**config.mk**
```make
export PLATFORM = sky130hd
export DESIGN_NAME = mem_lane_map
export DESIGN_NICKNAME = d
export VERILOG_FILES = /design/src/rtl/mem_access_unit_pkg.sv /design/src/rtl/mem_lane_map.sv
export SDC_FILE = /design/constraint.sdc
export NUM_CORES = 1
export LEC_CHECK = 0
export BUFFER_PORTS_ARGS = -buffer_cell sky130_fd_sc_hd__buf_2
export CAP_MARGIN = 20
export CORE_MARGIN = 3
export CORE_UTILIZATION = 21
export DETAILED_ROUTE_END_ITERATION = 8
export PLACE_DENSITY = 0.79
export SLEW_MARGIN = 40
export SYNTH_ARGS = -nofsm -noshare
export SYNTH_HDL_FRONTEND = slang
export SYNTH_SLANG_ARGS = --single-unit
```
**constraint.sdc**
```tcl
create_clock -name vclk -period 0.8
set_input_delay 0.04 -clock vclk [all_inputs]
set_output_delay 0.04 -clock vclk [all_outputs]
set_load 0.01 [all_outputs]
```
**src/rtl/mem_access_unit_pkg.sv**
```systemverilog
// Shared types for the data-memory access stage: access kinds, access sizes and FSM states.
// Also holds the byte-swap helper used between the big-endian CPU word and the little-endian bus.
package mem_access_unit_pkg;

   typedef enum logic [2:0] {
      ACC_WORD = 3'd0,
      ACC_HALF = 3'd1,
      ACC_BYTE = 3'd2,
      ACC_LWL  = 3'd3,
      ACC_LWR  = 3'd4
   } access_t;

   typedef enum logic [1:0] {
      SZ_BYTE = 2'd0,
      SZ_HALF = 2'd1,
      SZ_WORD = 2'd2
   } size_t;

   typedef enum logic [1:0] {
      IDLE  = 2'd0,
      READ  = 2'd1,
      WRITE = 2'd2,
      DONE  = 2'd3
   } mem_state_t;

   function automatic logic [31:0] byteswap32(input logic [31:0] w);
      return {w[7:0], w[15:8], w[23:16], w[31:24]};
   endfunction

   // Partial-word loads (LWL/LWR) always move the whole word; the merge happens upstream.
   function automatic size_t access_size(input access_t kind);
      case (kind)
         ACC_HALF: return SZ_HALF;
         ACC_BYTE: return SZ_BYTE;
         default:  return SZ_WORD;
      endcase
   endfunction

endpackage

```
**src/rtl/mem_lane_map.sv**
```systemverilog
// Combinational lane mapping: byteenable, endian swap both ways, misalignment / unsupported flags.
// Byteenable bit k selects CPU byte offset k, which after the swap sits on bus bits [8k+7:8k].
module mem_lane_map
   import mem_access_unit_pkg::*;
(
   input  access_t     kind,
   input  logic [1:0]  offset,
   input  logic        write,
   input  logic [31:0] cpu_wdata,
   input  logic [31:0] bus_rdata,
   output logic [3:0]  byteenable,
   output logic [31:0] bus_wdata,
   output logic [31:0] cpu_rdata,
   output logic        misaligned,
   output logic        unsupported
);

   size_t size;

   assign bus_wdata = byteswap32(cpu_wdata);
   assign cpu_rdata = byteswap32(bus_rdata);

   always_comb begin
      size        = access_size(kind);
      misaligned  = 1'b0;
      unsupported = 1'b0;
      byteenable  = 4'b1111;

      case (kind)
         ACC_WORD: misaligned = (offset != 2'd0);
         ACC_HALF: misaligned = offset[0];
         default:  misaligned = 1'b0;
      endcase

      // Loads always fetch the full word; only stores narrow the lanes.
      if (write) begin
         unsupported = (kind == ACC_LWL) || (kind == ACC_LWR);
         case (size)
            SZ_HALF: byteenable = offset[1] ? 4'b1100 : 4'b0011;
            SZ_BYTE: byteenable = 4'b0001 << offset;
            default: byteenable = 4'b1111;
         endcase
      end
   end

endmodule

```
# Word level (Yosys, flattened, before mapping)

Index checks and enable logic that the tools add are counted.

Register bits after elaboration: 0
Bits in latches: 0
RAM bits: 0
ROM bits: 0
Input port bits: 70
Memories: 0

$add $sub $neg: 0
$mul: 0
Divide/modulo/power cells: 0
Order comparisons: 0
Equality and inequality tests: 5
Shifts and indexed selects: 1
Muxes and demuxes: 6
Bitwise logic cells: 0
Reduce and logical (&&, ||, !) cells: 4

Operator list:

| kind                | count |
|---|---|
| $mux 4              | 2 |
| $pmux 4 s2          | 1 |
| $eq 3x2->1 const B  | 2 |
| $pmux 2 s2          | 1 |
| $shl 1x2->4 const A | 1 |
| $eq 3x1->1 const B  | 1 |
| $eq 3x3->1 const B  | 1 |
| $logic_not 3->1     | 1 |
| $eq 2x1->1 const B  | 1 |
| $logic_not 2->1     | 1 |
| $pmux 1 s2          | 1 |
| $reduce_bool 2->1   | 1 |
| $logic_or 1x1->1    | 1 |
| $mux 1              | 1 |

# Logic depth before layout (Yosys ltp)

Gate-level depths: netlist of the first run.

Depth in word-level cells: 5
Gate-level depth with buffers: 3

# Least setup slack after synthesis of the first run

OpenSTA, ideal clock, no wires.

Path type: input -> output
Start: in kind[0]
End: out byteenable[0]
Arrival: 0.437 ns
Data required time: 0.760 ns
Slack: 0.323 ns
Stages on the path: 3
Cells stage by stage: nand2b_2 -> o21ai_1 -> nand2_1

Word-level cells in the longest chain between the ends: 5
Elaborated cells between the ends (all ways): 7

RTL lines:

| item                                                 | line                      | text |
|---|---|---|
| start: declaration                                   | mem_lane_map.sv:6         | `input access_t kind,` |
| $eq 3x2->1 / $eq 3x1->1 (equally long branches)      | mem_access_unit_pkg.sv:32 | `case (kind)` |
| $pmux 2 s2 *                                         | mem_access_unit_pkg.sv:32 |  |
| $eq 2x1->1 / $logic_not 2->1 (equally long branches) | mem_lane_map.sv:38        | `case (size)` |
| $pmux 4 s2 *                                         | mem_lane_map.sv:38        |  |
| $mux 4 *                                             | mem_lane_map.sv:36        | `if (write) begin` |
| end: declaration                                     | mem_lane_map.sv:11        | `output logic [3:0] byteenable,` |

Mark *: on every way between the ends. The rest lies on a longest branch, timed or not.

# Worst setup path in the final report of the first run

Start: in kind[1]
End: out byteenable[1]

Same word-level chain as after synthesis.

==> impl_metrics.toml, run 1 <==
[clocking]
post_cts_buffers = 0
hold_buffers = 0

[timing]
finalCritPeriodShare_pct = 91.6
finalWorstPathRequiredPeriod_ns = 0.733
totalNegativeSetupSlack_ns = 0
slew_viol_final = 0
post-route-worst-setup-slack_ns = 0.0673
setup_viol = 0
tightest_slew_ns = 0.253
report.final.hold_viol_count = 0
relSlewSlack_pct = 83.1
fin_hold_ws_ns = 0.0800
rsz0062_at_grt = "no"
fmax_mhz = 1360

[grt]
first_global_vias = 274
grt_pass1_wl_um = 1390
antenna_found_initial = 0
grt_max_degree = 8
grt_overflow_total = 0
grt_usage_pct = 5.08

[die]
die_w_um = 59.3
die_y_um = 59.3
fp.coreArea_um2 = 2590
io_pins = 140
die_area_um2 = 3510
start_util_pct = 23.0
row_count = 18

[placed_design]
dpl_cell_area_um2 = 213
gp_congestion = 0.550
pre_cts_ws_ns = 0.0328
dpl.cell_count = 64
port-buffer-count = 12

[finish]
layout-drive-gt1-share_pct = 47.1
area_growth_pct = -61.3
diodes = 0
final_core_util_pct = 8.89
fin_area_um2 = 230
fin_cells = 64
design.seq.count = 0
regArea_um2 = 0
clock_buffer_count = 0
fin_nets = 106

[power_and_ir_drop]
total_power_uw = 93.8
p_leak_nw = 0.0935
power_density_nw_per_um2 = 407
ir_worst_vdd_mv = 0.123

[run_status]
outcome = "completed"

[synth]
ys_types = 11
ys_top_cells_by_area = "buf_4 (81%), o21ai_1 (3.4%), a21oi_1 (2.5%), nand3b_1 (2.5%), nor2b_1 (2.1%)"
synth_area_leader_cell = "buf_4"
synth_area_um2 = 596
synth.top_cell.area_share_pct = 80.7
ys_warn_count = 0
synthCells = 86
ys_seq_area_share_pct = 0
syn_avg_cell_area_um2 = 6.93
synth_nets = 156

[detailed_routing]
antenna_violating_nets_post_route = 0
num_vias = 270
routed_via_density = 4.22
first_iter_violations = 2
drcViolationCount = 0
wl_um = 925
first_pass_iters = 2
wire_per_inst_um = 14.5

[critical_path]
cp-end-kind = "primary output"
crit_required_ns = 0.76
arrival_ns = 0.69
cp-start-kind = "primary input"
path_max_fanout = 6
critPathKind = "primary input to primary output"

[run]
cap_violations = 0

[worst_hold_path]
hp-class = "primary input to primary output"
-- synthesized netlist by cell type --
library cell  count
a21boi_1          1
a21oi_1           3
buf_4            64
inv_1             2
nand2_1           3
nand2b_2          1
nand3b_1          2
nor2_1            2
nor2b_1           2
nor3_1            2
o21ai_1           4
-- kinds of logic after synthesis --
group	after synthesis	synth area share [%]
buf+inv	66	81.9
compound gates	8	7.14
simple gates	12	10.9
-- final timing paths --
kind / end / cells after the start / startpoint
setup / recovery: byteenable[1] / 5 / kind[1]
hold / removal: bus_wdata[12] / 0 / cpu_wdata[20]
-- routing by layer --
layer	vias to the layer above	GRT usage [%]	wire length [µm]
met5	-	0	0
met4	0	7.44	114
met3	20	5.23	250
met2	44	6.55	366
met1	104	3.25	195
li1	102	-	-
-- layout by cell type, fill, tap and decap left out, types with 2 or more instances in the layout --
| cell type | n |
|---|---|
| buf_2 | 12 |
| o21ai_1 | 3 |
| nand2_1 | 3 |
| inv_1 | 2 |
| a21oi_1 | 2 |
| nor2b_1 | 2 |
| nand3b_1 | 2 |
| nor2_1 | 2 |
-- critical path, cell delays in order --
cell and delay (ns):
buf_2 0.15, nand3b_1 0.20, o21ai_1 0.09, nand2_1 0.06, buf_2 0.15
-- where the power goes --
| part | total [mW] | switching, mW | leakage (nW) | internal (mW) |
|---|---|---|---|---|
| Clock | 0 | 0 | 0 | 0 |
| Sequential | 0 | 0 | 0 | 0 |
| Combinational | 0.0938 | 0.0525 | 0.0935 | 0.0412 |
| Total | 0.0938 | 0.0525 | 0.0935 | 0.0412 |
-- cell type report --
cell class,instances,area (µm²)
inverters,2,7.51
fillers,302,2360
repair buffers,12,60.1
well taps,30,37.5
multi-input cells,20,125
-- timing repair --
action,CTS,global route
endpoints found under the setup margin,0,3
resized for setup,0,4
endpoints found under the hold margin,0,0
Note: power is estimated with default switching activity, not from simulation.
==> run 2, diff against run 1 <==
--- a/config.mk
+++ b/config.mk
@@ -7,6 +7,7 @@
 export LEC_CHECK = 0
 export BUFFER_PORTS_ARGS = -buffer_cell sky130_fd_sc_hd__buf_2
 export CAP_MARGIN = 20
+export CORE_ASPECT_RATIO = 1.5
 export CORE_MARGIN = 3
 export CORE_UTILIZATION = 21
 export DETAILED_ROUTE_END_ITERATION = 8
==> impl_metrics.toml, run 2 (synthesis results as in run 1) <==
[run_status]
outcome = "completed"

[timing]
fin_hold_ws_ns = 0.0800
setup_viol = 0
relSlewSlack_pct = 83.6
fmax_mhz = 1430
rsz0062_at_grt = "no"
finalWorstPathRequiredPeriod_ns = 0.698
slew_viol_final = 0
post-route-worst-setup-slack_ns = 0.102
tightest_slew_ns = 0.246
totalNegativeSetupSlack_ns = 0
report.final.hold_viol_count = 0
finalCritPeriodShare_pct = 87.3

[die]
die_y_um = 71.2
row_count = 23
start_util_pct = 22.0
io_pins = 140
die_area_um2 = 3520
die_w_um = 49.5
fp.coreArea_um2 = 2710

[placed_design]
pre_cts_ws_ns = 0.0367
dpl.cell_count = 71
dpl_cell_area_um2 = 221
gp_congestion = 0.697
port-buffer-count = 12

[grt]
use_met1_pct = 2.42
first_global_vias = 244
grt_overflow_total = 0
grt_pass1_wl_um = 1550
grtUsageMet3_pct = 3.95
grt_usage_pct = 5.93
met2_usage_pct = 5.52
grt_max_degree = 8
antenna_found_initial = 0
busiest_layer = "met4"

[finish]
fin_cells = 71
final_cell_mix = "buf_2 (12), o21ai_1 (4), nand2_1 (3)"
fin_nets = 106
regArea_um2 = 0
diodes = 0
area_growth_pct = -60.5
clock_buffer_count = 0
fin_area_um2 = 235
final_common_cell = "buf_2"
final.fill_count = 338
multi_input_area_um2 = 121
design.seq.count = 0
layout-drive-gt1-share_pct = 44.1

[detailed_routing]
antenna_violating_nets_post_route = 0
drcViolationCount = 0
first_iter_violations = 0
routed_via_density = 4.08
wl_um = 1330
num_vias = 290
first_pass_iters = 1
wire_per_inst_um = 18.8

[clocking]
post_cts_buffers = 0

[critical_path]
cp-start-kind = "primary input"
cp-end-kind = "primary output"
arrival_ns = 0.66
critPathKind = "primary input to primary output"
cp_cell_sequence = "buf_2, nand3b_1, o21ai_1, nand2_1, buf_2"
path_max_fanout = 6
crit_slowest_cell = "nand3b_1"
slowest_delay_ns = 0.18
crit_top_cell = "buf_2"
crit_required_ns = 0.76

[power_and_ir_drop]
p_leak_nw = 0.0919
power_density_nw_per_um2 = 381
ir_worst_vdd_mv = 0.0610

[worst_hold_path]
min-delay-start = "cpu_wdata[3]"
whs_endpoint = "bus_wdata[27]"
hold_path_depth = 0
hp-class = "primary input to primary output"

[run]
cap_violations = 0
run 2: cell counts in the layout (fill, tap and decap cells not counted):
Identical to the previous run, type by type.
run 2: cell type report:
type / instances / area share (%)
timing repair buffer: 12 / 25.5
inverter: 2 / 3.19
multi-input combinational: 20 / 51.6
tap: 37 / 19.7
run 2: worst max path at each step:
stage	startpoint	end	slack (ns)	depth (start not counted)
finish	kind[1]	byteenable[1]	0.10	5
global route	kind[0]	byteenable[2]	0.04	5
CTS	kind[0]	byteenable[2]	0.03	5
detailed placement	kind[0]	byteenable[2]	0.04	5
global placement	kind[0]	byteenable[1]	0.04	5
floorplan	kind[0]	byteenable[0]	0.32	3
run 2: layer usage:
layer  vias to the layer above  wire length, µm
met4                         0              401
met3                        70              366
met5                         -                0
met1                        94              174
li1                        100                -
met2                        26              390
run 2: what timing repair did:
item	4_1_cts	5_1_grt
setup endpoints to repair	0	3
hold buffers	0	0
hold endpoints to repair	0	0
resized for setup	0	3
run 2: worst max-delay path, delay by kind of cell:
family / cells / cell delay, ns
AND/OR/NAND/NOR: 2 / 0.25
AO/OA/AOI/OAI: 1 / 0.08
buffers and inverters: 2 / 0.29
run 2: per-stage QoR:
step	util [%]	total power, mW
final	8.70	0.0897
after global placement	8.19	0.0827
after CTS	8.19	0.0836
after global routing	8.70	0.101
after detailed placement	8.19	0.0833
after floorplan	-	0.371
run 2: power breakdown:
group / switching [mW] / internal, mW
logic: 0.0496 / 0.0401
registers: 0 / 0
clock network: 0 / 0
